`config.mk`:
```
export PLATFORM = sky130hd
export DESIGN_NAME = nasti_rw_scheduler_flat
export DESIGN_NICKNAME = d
export VERILOG_FILES = /design/src/rtl/nasti_rw_scheduler_pkg.sv /design/src/rtl/nasti_rw_scheduler_if.sv /design/src/rtl/nasti_rw_scheduler.sv /design/src/flat_wrapper.sv
export SDC_FILE = /design/constraint.sdc
export NUM_CORES = 1
export LEC_CHECK = 0
export BUFFER_PORTS_ARGS = -buffer_cell sky130_fd_sc_hd__buf_4
export CORE_AREA = 2 2 110 112
export CTS_CLUSTER_SIZE = 28
export DETAILED_ROUTE_END_ITERATION = 7
export DIE_AREA = 0 0 112 114
export HOLD_SLACK_MARGIN = 0.1
export PLACE_DENSITY = 0.69
export SLEW_MARGIN = 20
export SYNTH_ARGS = -nofsm -noshare
export SYNTH_HDL_FRONTEND = slang
export SYNTH_SLANG_ARGS = --single-unit
```
`constraint.sdc`:
```
create_clock -name core_clk -period 1.7 [get_ports core_clk]
set_input_delay 0.17 -clock core_clk [delete_from_list [all_inputs] [get_ports core_clk]]
set_output_delay 0.17 -clock core_clk [all_outputs]
set_load 0.02 [all_outputs]
```
`src/rtl/nasti_rw_scheduler_pkg.sv`:
```
// nasti_rw_scheduler_pkg: shared widths, transaction structs, response codes and FSM states.
// Exports: C_NASTI_* widths, ar_trans/aw_trans/w_trans/b_trans, RESP_*, sched_state_e, make_b().
package nasti_rw_scheduler_pkg;

    localparam int C_NASTI_ID_WIDTH   = 9;
    localparam int C_NASTI_ADDR_WIDTH = 16;
    localparam int C_NASTI_DATA_WIDTH = 64;
    localparam int C_NASTI_USER_WIDTH = 1;
    localparam int C_NASTI_STRB_WIDTH = C_NASTI_DATA_WIDTH / 8;

    localparam logic [1:0] RESP_OKAY   = 2'b00;
    localparam logic [1:0] RESP_SLVERR = 2'b10;

    typedef enum logic [2:0] {IDLE, RD_CMD, WR_CMD, WR_DATA, WR_RESP} sched_state_e;

    typedef struct packed {
        logic [C_NASTI_ID_WIDTH-1:0]   id;
        logic [C_NASTI_ADDR_WIDTH-1:0] addr;
        logic [7:0]                    len;
        logic [2:0]                    size;
        logic [1:0]                    burst;
    } ar_trans;

    typedef struct packed {
        logic [C_NASTI_ID_WIDTH-1:0]   id;
        logic [C_NASTI_ADDR_WIDTH-1:0] addr;
        logic [7:0]                    len;
        logic [2:0]                    size;
        logic [1:0]                    burst;
        logic [C_NASTI_USER_WIDTH-1:0] user;
    } aw_trans;

    typedef struct packed {
        logic [C_NASTI_DATA_WIDTH-1:0] data;
        logic [C_NASTI_STRB_WIDTH-1:0] strb;
        logic                          last;
    } w_trans;

    typedef struct packed {
        logic [C_NASTI_ID_WIDTH-1:0]   id;
        logic [1:0]                    resp;
        logic [C_NASTI_USER_WIDTH-1:0] user;
    } b_trans;

    function automatic b_trans make_b(logic [C_NASTI_ID_WIDTH-1:0] id, logic err,
                                      logic [C_NASTI_USER_WIDTH-1:0] user);
        return '{id: id, resp: err ? RESP_SLVERR : RESP_OKAY, user: user};
    endfunction

endpackage

```
`src/rtl/nasti_rw_scheduler_if.sv`:
```
// nasti_rw_scheduler_if: FIFO-side and backend-side signals of the read/write scheduler.
// master: the scheduler (pops AR/AW/W, pushes B, drives cmd/wd); slave: FIFOs plus DDR backend.
interface nasti_rw_scheduler_if;
    import nasti_rw_scheduler_pkg::*;

    ar_trans                       rdata_ar;
    logic                          rempty_ar;
    logic                          rinc_ar;
    aw_trans                       rdata_aw;
    logic                          rempty_aw;
    logic                          rinc_aw;
    w_trans                        rdata_w;
    logic                          rempty_w;
    logic                          rinc_w;
    b_trans                        wdata_b;
    logic                          wfull_b;
    logic                          winc_b;
    logic                          cmd_valid;
    logic                          cmd_ready;
    logic                          cmd_write;
    logic [C_NASTI_ID_WIDTH-1:0]   cmd_id;
    logic [C_NASTI_ADDR_WIDTH-1:0] cmd_addr;
    logic [7:0]                    cmd_len;
    logic [2:0]                    cmd_size;
    logic [1:0]                    cmd_burst;
    logic                          wd_valid;
    logic                          wd_ready;
    logic [C_NASTI_DATA_WIDTH-1:0] wd_data;
    logic [C_NASTI_STRB_WIDTH-1:0] wd_strb;
    logic                          wd_last;

    modport master (
        input  rdata_ar, rempty_ar, rdata_aw, rempty_aw, rdata_w, rempty_w, wfull_b,
               cmd_ready, wd_ready,
        output rinc_ar, rinc_aw, rinc_w, wdata_b, winc_b, cmd_valid, cmd_write, cmd_id,
               cmd_addr, cmd_len, cmd_size, cmd_burst, wd_valid, wd_data, wd_strb, wd_last
    );

    modport slave (
        output rdata_ar, rempty_ar, rdata_aw, rempty_aw, rdata_w, rempty_w, wfull_b,
               cmd_ready, wd_ready,
        input  rinc_ar, rinc_aw, rinc_w, wdata_b, winc_b, cmd_valid, cmd_write, cmd_id,
               cmd_addr, cmd_len, cmd_size, cmd_burst, wd_valid, wd_data, wd_strb, wd_last
    );

endinterface

```
`src/rtl/nasti_rw_scheduler.sv`:
```
// nasti_rw_scheduler: arbitrates AR/AW bursts, issues one DDR command at a time, streams W, pushes B.
// Ports: core_clk, core_rst (sync, active-high); bus (master modport) carries the AR/AW/W/B FIFO
// ports and the cmd_*/wd_* backend handshakes.
module nasti_rw_scheduler
    import nasti_rw_scheduler_pkg::*;
#(
    parameter int C_RD_STREAK = 4
) (
    input  logic                 core_clk,
    input  logic                 core_rst,
    nasti_rw_scheduler_if.master bus
);

    localparam logic [3:0] STREAK_MAX = 4'(C_RD_STREAK);

    sched_state_e                  state_q, state_d;
    logic [3:0]                    streak_q, streak_d;
    logic [7:0]                    beat_q, beat_d;
    logic                          err_q, err_d;
    logic                          write_q, write_d;
    logic [C_NASTI_ID_WIDTH-1:0]   id_q, id_d;
    logic [C_NASTI_ADDR_WIDTH-1:0] addr_q, addr_d;
    logic [7:0]                    len_q, len_d;
    logic [2:0]                    size_q, size_d;
    logic [1:0]                    burst_q, burst_d;
    logic [C_NASTI_USER_WIDTH-1:0] user_q, user_d;

    logic live, aw_pending, rd_win, wr_win, wd_last_i, beat_fire;

    // Every strobe is masked during reset so nothing is popped or pushed in that cycle.
    assign live       = !core_rst;
    assign aw_pending = !bus.rempty_aw;
    // A pending write preempts reads once the streak limit is reached.
    assign rd_win     = !bus.rempty_ar && !(aw_pending && streak_q == STREAK_MAX);
    assign wr_win     = aw_pending && !rd_win;
    // Last beat comes from the captured length; the master's w.last only feeds the error flag.
    assign wd_last_i  = state_q == WR_DATA && beat_q == len_q;
    assign beat_fire  = bus.wd_valid && bus.wd_ready;

    assign bus.rinc_ar   = live && state_q == IDLE && rd_win;
    assign bus.rinc_aw   = live && state_q == IDLE && wr_win;
    assign bus.cmd_valid = live && (state_q == RD_CMD || state_q == WR_CMD);
    assign bus.cmd_write = write_q;
    assign bus.cmd_id    = id_q;
    assign bus.cmd_addr  = addr_q;
    assign bus.cmd_len   = len_q;
    assign bus.cmd_size  = size_q;
    assign bus.cmd_burst = burst_q;
    assign bus.wd_valid  = live && state_q == WR_DATA && !bus.rempty_w;
    assign bus.wd_data   = state_q == WR_DATA ? bus.rdata_w.data : '0;
    assign bus.wd_strb   = state_q == WR_DATA ? bus.rdata_w.strb : '0;
    assign bus.wd_last   = live && wd_last_i;
    assign bus.rinc_w    = beat_fire;
    assign bus.winc_b    = live && state_q == WR_RESP && !bus.wfull_b;
    assign bus.wdata_b   = state_q == WR_RESP ? make_b(id_q, err_q, user_q) : '0;

    always_comb begin
        state_d  = state_q;
        streak_d = streak_q;
        beat_d   = beat_q;
        err_d    = err_q;
        write_d  = write_q;
        id_d     = id_q;
        addr_d   = addr_q;
        len_d    = len_q;
        size_d   = size_q;
        burst_d  = burst_q;
        user_d   = user_q;
        case (state_q)
            IDLE: begin
                if (rd_win) begin
                    state_d  = RD_CMD;
                    write_d  = 1'b0;
                    id_d     = bus.rdata_ar.id;
                    addr_d   = bus.rdata_ar.addr;
                    len_d    = bus.rdata_ar.len;
                    size_d   = bus.rdata_ar.size;
                    burst_d  = bus.rdata_ar.burst;
                    // rd_win with AW pending implies streak_q < STREAK_MAX, so this saturates.
                    streak_d = aw_pending ? streak_q + 4'd1 : 4'd0;
                end else if (wr_win) begin
                    state_d  = WR_CMD;
                    write_d  = 1'b1;
                    id_d     = bus.rdata_aw.id;
                    addr_d   = bus.rdata_aw.addr;
                    len_d    = bus.rdata_aw.len;
                    size_d   = bus.rdata_aw.size;
                    burst_d  = bus.rdata_aw.burst;
                    user_d   = bus.rdata_aw.user;
                    streak_d = 4'd0;
                end
            end
            RD_CMD:  state_d = bus.cmd_ready ? IDLE : RD_CMD;
            WR_CMD: begin
                if (bus.cmd_ready) begin
                    state_d = WR_DATA;
                    beat_d  = 8'd0;
                    err_d   = 1'b0;
                end
            end
            WR_DATA: begin
                if (beat_fire) begin
                    // Hold at the final count so len=255 never wraps.
                    beat_d  = wd_last_i ? beat_q : beat_q + 8'd1;
                    err_d   = err_q | (bus.rdata_w.last != wd_last_i);
                    state_d = wd_last_i ? WR_RESP : WR_DATA;
                end
            end
            WR_RESP: state_d = bus.wfull_b ? WR_RESP : IDLE;
            default: state_d = IDLE;
        endcase
    end

    always_ff @(posedge core_clk) begin
        if (core_rst) begin
            state_q  <= IDLE;
            streak_q <= '0;
            beat_q   <= '0;
            err_q    <= 1'b0;
            write_q  <= 1'b0;
            id_q     <= '0;
            addr_q   <= '0;
            len_q    <= '0;
            size_q   <= '0;
            burst_q  <= '0;
            user_q   <= '0;
        end else begin
            state_q  <= state_d;
            streak_q <= streak_d;
            beat_q   <= beat_d;
            err_q    <= err_d;
            write_q  <= write_d;
            id_q     <= id_d;
            addr_q   <= addr_d;
            len_q    <= len_d;
            size_q   <= size_d;
            burst_q  <= burst_d;
            user_q   <= user_d;
        end
    end

endmodule

```
`src/flat_wrapper.sv`:
```
// flat-port wrapper written by rule: the top's interface ports become plain ports
module nasti_rw_scheduler_flat import nasti_rw_scheduler_pkg::*;
#(
    parameter int C_RD_STREAK = 4
)
  (core_clk, core_rst, bus_rdata_ar, bus_rempty_ar, bus_rdata_aw, bus_rempty_aw, bus_rdata_w, bus_rempty_w, bus_wfull_b, bus_cmd_ready, bus_wd_ready, bus_rinc_ar, bus_rinc_aw, bus_rinc_w, bus_wdata_b, bus_winc_b, bus_cmd_valid, bus_cmd_write, bus_cmd_id, bus_cmd_addr, bus_cmd_len, bus_cmd_size, bus_cmd_burst, bus_wd_valid, bus_wd_data, bus_wd_strb, bus_wd_last);
  nasti_rw_scheduler_if bus_i ();
  input  logic core_clk;
  input  logic core_rst;
  input wire logic [$bits(bus_i.rdata_ar)-1:0] bus_rdata_ar;
  input wire logic [$bits(bus_i.rempty_ar)-1:0] bus_rempty_ar;
  input wire logic [$bits(bus_i.rdata_aw)-1:0] bus_rdata_aw;
  input wire logic [$bits(bus_i.rempty_aw)-1:0] bus_rempty_aw;
  input wire logic [$bits(bus_i.rdata_w)-1:0] bus_rdata_w;
  input wire logic [$bits(bus_i.rempty_w)-1:0] bus_rempty_w;
  input wire logic [$bits(bus_i.wfull_b)-1:0] bus_wfull_b;
  input wire logic [$bits(bus_i.cmd_ready)-1:0] bus_cmd_ready;
  input wire logic [$bits(bus_i.wd_ready)-1:0] bus_wd_ready;
  output wire logic [$bits(bus_i.rinc_ar)-1:0] bus_rinc_ar;
  output wire logic [$bits(bus_i.rinc_aw)-1:0] bus_rinc_aw;
  output wire logic [$bits(bus_i.rinc_w)-1:0] bus_rinc_w;
  output wire logic [$bits(bus_i.wdata_b)-1:0] bus_wdata_b;
  output wire logic [$bits(bus_i.winc_b)-1:0] bus_winc_b;
  output wire logic [$bits(bus_i.cmd_valid)-1:0] bus_cmd_valid;
  output wire logic [$bits(bus_i.cmd_write)-1:0] bus_cmd_write;
  output wire logic [$bits(bus_i.cmd_id)-1:0] bus_cmd_id;
  output wire logic [$bits(bus_i.cmd_addr)-1:0] bus_cmd_addr;
  output wire logic [$bits(bus_i.cmd_len)-1:0] bus_cmd_len;
  output wire logic [$bits(bus_i.cmd_size)-1:0] bus_cmd_size;
  output wire logic [$bits(bus_i.cmd_burst)-1:0] bus_cmd_burst;
  output wire logic [$bits(bus_i.wd_valid)-1:0] bus_wd_valid;
  output wire logic [$bits(bus_i.wd_data)-1:0] bus_wd_data;
  output wire logic [$bits(bus_i.wd_strb)-1:0] bus_wd_strb;
  output wire logic [$bits(bus_i.wd_last)-1:0] bus_wd_last;
  assign bus_i.rdata_ar = bus_rdata_ar;
  assign bus_i.rempty_ar = bus_rempty_ar;
  assign bus_i.rdata_aw = bus_rdata_aw;
  assign bus_i.rempty_aw = bus_rempty_aw;
  assign bus_i.rdata_w = bus_rdata_w;
  assign bus_i.rempty_w = bus_rempty_w;
  assign bus_i.wfull_b = bus_wfull_b;
  assign bus_i.cmd_ready = bus_cmd_ready;
  assign bus_i.wd_ready = bus_wd_ready;
  assign bus_rinc_ar = bus_i.rinc_ar;
  assign bus_rinc_aw = bus_i.rinc_aw;
  assign bus_rinc_w = bus_i.rinc_w;
  assign bus_wdata_b = bus_i.wdata_b;
  assign bus_winc_b = bus_i.winc_b;
  assign bus_cmd_valid = bus_i.cmd_valid;
  assign bus_cmd_write = bus_i.cmd_write;
  assign bus_cmd_id = bus_i.cmd_id;
  assign bus_cmd_addr = bus_i.cmd_addr;
  assign bus_cmd_len = bus_i.cmd_len;
  assign bus_cmd_size = bus_i.cmd_size;
  assign bus_cmd_burst = bus_i.cmd_burst;
  assign bus_wd_valid = bus_i.wd_valid;
  assign bus_wd_data = bus_i.wd_data;
  assign bus_wd_strb = bus_i.wd_strb;
  assign bus_wd_last = bus_i.wd_last;
  nasti_rw_scheduler #(.C_RD_STREAK(C_RD_STREAK)) u_core (.core_clk(core_clk), .core_rst(core_rst), .bus(bus_i));
endmodule
```
==> results.md <==
* Gpl congestion at 0.9196
* Setup_tns at -3.734 ns
* Max IR drop VDD at 0.0007312 V
* Worst Hold Class: in -> reg
* Cell row count at 40
* Pwr dens at 1269 nW/um^2
* Reg-to-reg critical path startpoint: u_core.state_q[0]$_SDFFE_PP0P_
* First-pass GRT wire length at 23,990 um
* Clk Latency, worst-skew pair at 0.30 ns
* Slew Viols, Final at 0
* Worst Setup Start Kind: flip-flop
* Crit. End Element: primary output
* Power Total at 0.01044 W
* CTS tree: yes
* Sequential cell area at 1159 um^2
* GRT Total Usage at 23.17%
* Failing checks: setup timing
* DRT Pass-1 Iters at 5
* Sequential element share of the synthesized area at 30.62%
* Synthesized area at 3661 um^2
* Dpl hpwl at 11,080 um
* Hold_buf cts at 0
* EDFF count, synth at 0
* Root Buffer: clkbuf_16
* DR iter-0 viols at 318
* Asr flop ratio synth at 0%
* Min-Delay Path Depth at 3
* Port buffer count at 286
* Post-Synthesis Cells at 462
* Sink Count at 56
* Layout cells sized above 1 at 71.00%
* Outcome: complete, but fails checks
* Final #Nets at 967
* Max-cap violation count at 0
* Gr ovfl total at 0
* H-tree levels at 2
* Register-to-register setup slack at -0.11 ns
* Worst endpoint required time at 1.53 ns
* Vias in the first global route at 4,534
* Area of the multi-input gates at 2929 um^2
* Ys flop type: dfxtp_1
* Antenna Nets Post-Route at 0
* Syn avg cell area at 7.924 um^2
* Routed vias/inst at 5.271
* Routed len/inst at 20.46 um
* Vias at 5,029
* Post-synth net total at 623
* Critical path class: reg -> out
* Max Fclk at 0.5511 GHz
* Area delta synth->final at 124.7%
* Setup repair after global routing missed its margin: true
* Die Area at 12,770 um^2
* Worst reg2reg path depth at 8
* Fin. Hold Viols at 0
* Final setup vio count at 102
* Post-detailed-route DRC marker count at 0
* Largest net degree at the start of global routing at 55
* Final worst slack at -0.1146 ns
* Synth cell types at 50
* Die H at 114 um
* Hold path startpoint: bus_rdata_aw[0]
* Diodes inserted at 0
* Critical Path Fanout Max at 3
* Die X at 112 um
* Crit share post-route at 106.7%
* Layout fillers at 843
* Core area at 11,710 um^2
* Max Clock Skew at 0.009818 ns
* Leakage power at 3.732 nW
* WHS Endpoint: u_core.user_q$_SDFFE_PP0P_
* Clock Tree Buf Depth at 2
* I/O pins at 288
* Critical path arrival at 1.64 ns
* Num CTS Buffers at 5
* Synth warnings at 0
* Min Tclk post-route at 1.815 ns
* Starting Density at 31.26%
* Reg clk slew, reported paths at 0.08 ns
* Initial antenna violation count at 0
* Final Routed Wirelength at 19,520 um
* Seq cells post-synth at 56
* RR Endpoint: u_core.bus.cmd_id[7]$_SDFFE_PP0P_
## synthesized netlist by cell type, types with 2 or more instances
| cell | instances | area [um^2] |
|---|---|---|
| a21oi_1 | 12 | 60.06 |
| a311oi_2 | 38 | 570.6 |
| or3_1 | 7 | 43.79 |
| dfxtp_1 | 56 | 1121 |
| and2_1 | 3 | 18.77 |
| o21a_1 | 2 | 15.01 |
| buf_4 | 4 | 30.03 |
| nand3_1 | 7 | 35.03 |
| mux2i_1 | 2 | 20.02 |
| inv_1 | 3 | 11.26 |
| nor2b_1 | 2 | 12.51 |
| a22oi_1 | 2 | 15.01 |
| a311oi_1 | 2 | 17.52 |
| buf_2 | 8 | 40.04 |
| nor3_1 | 6 | 30.03 |
| nor2_1 | 54 | 202.7 |
| ha_1 | 3 | 37.54 |
| o21ai_0 | 7 | 35.03 |
| nand4_1 | 3 | 18.77 |
| buf_6 | 7 | 78.83 |
| clkbuf_1 | 26 | 97.59 |
| nand2_1 | 89 | 334.1 |
| xnor2_1 | 9 | 78.83 |
| buf_1 | 2 | 7.510 |
| and3_1 | 83 | 519.3 |
## how the worst max path moves through the flow
stage                                     from  cells past startpoint                             endpoint
4_1_cts        u_core.streak_q[0]$_SDFFE_PP0P_                      7                          bus_rinc_ar
6_report       u_core.streak_q[0]$_SDFFE_PP0P_                      7                          bus_rinc_ar
3_3_place_gp   u_core.streak_q[0]$_SDFFE_PP0P_                      8      u_core.streak_q[3]$_SDFFE_PP0P_
2_1_floorplan   u_core.state_q[2]$_SDFFE_PP0P_                      7  u_core.bus.cmd_addr[2]$_SDFFE_PP0P_
3_5_place_dp   u_core.streak_q[0]$_SDFFE_PP0P_                      8      u_core.streak_q[3]$_SDFFE_PP0P_
5_1_grt        u_core.streak_q[0]$_SDFFE_PP0P_                      7                          bus_rinc_ar
## power breakdown
part	leakage [nW]	total (W)	internal [W]	switching, W
combinational	3.18	0.00732	0.00383	0.00349
clock	0.0772	0.00110	0.000592	0.000513
sequential	0.470	0.00201	0.00169	0.000318
total	3.73	0.0104	0.00612	0.00432
## placed cells by master, fill, tap and decap left out, types with 11 or more instances in the layout
master and count:
buf_6 90, nor2_1 34, and3_1 16, nor2_4 12, clkbuf_16 19, a21oi_1 11
nand2_1 83, and3_4 67, dfxtp_2 12, a311oi_2 38, dfxtp_1 38, buf_4 257
## per-layer routing
layer | wire [um] | vias up | global-route usage (%)
li1 | - | 2354 | -
met1 | 7844 | 2433 | 30.04
met2 | 10120 | 205 | 40.04
met3 | 1186 | 37 | 4.091
met4 | 366 | 0 | 6.179
met5 | 0 | - | 0
## critical path, cell delays in order (launching register included)
cell and delay (ns):
dfxtp_2 0.34, inv_2 0.05, ha_4 0.15, nor4bb_4 0.15, or2_4 0.27, buf_6 0.13, nor3_4 0.11, buf_6 0.14
## layout make-up
cell class	count	area share [%]
Inverter	3	0.1369
Clock buffer	6	1.688
Tap cell	147	2.236
Sequential cell	56	14.09
Multi-Input combinational cell	355	35.61
Clock inverter	2	0.1673
Timing Repair Buffer	385	46.08
## flip-flops by register name, indices dropped and copies added, names as in the netlist
register and cells:
u_core.beat_q 8, u_core.bus.cmd_addr 16, u_core.bus.cmd_burst 2, u_core.bus.cmd_id 9, u_core.bus.cmd_len 8, u_core.bus.cmd_size 3
u_core.bus.cmd_write 1, u_core.err_q 1, u_core.state_q 3, u_core.streak_q 4, u_core.user_q 1
## what timing repair did
item | in CTS | in global routing
pin swaps | 33 | 82
gates cloned | 8 | 20
setup endpoints to repair | 127 | 121
buffers inserted | 19 | 10
gates resized for setup | 76 | 201
## cell families after synthesis
group / Yosys count / share of synthesized area [%]
other cells: 1 / 0.1024
fa+ha+maj: 3 / 1.025
buf+inv: 51 / 7.382
simple gates: 266 / 35.89
xor+xnor: 9 / 2.153
flops: 56 / 30.62
compound gates: 74 / 22.28
mux: 2 / 0.5468
## metrics by stage
stage / std cells / hold slack, ns / cell area (um^2) / worst slack [ns] / utilization [%]
6_report: 954 / 0.1356 / 8225 / -0.1146 / 70.24
2_1_floorplan: 462 / 0.3107 / 3700 / -0.009148 / -
4_1_cts: 927 / 0.1385 / 6934 / -0.1056 / 59.21
5_1_grt: 954 / 0.1597 / 8225 / -0.1593 / 70.24
3_3_place_gp: 892 / 0.4382 / 6167 / -0.005047 / 52.66
3_5_place_dp: 892 / 0.4501 / 6167 / -0.09070 / 52.66
No activity file was read; power rests on OpenSTA's default activity.
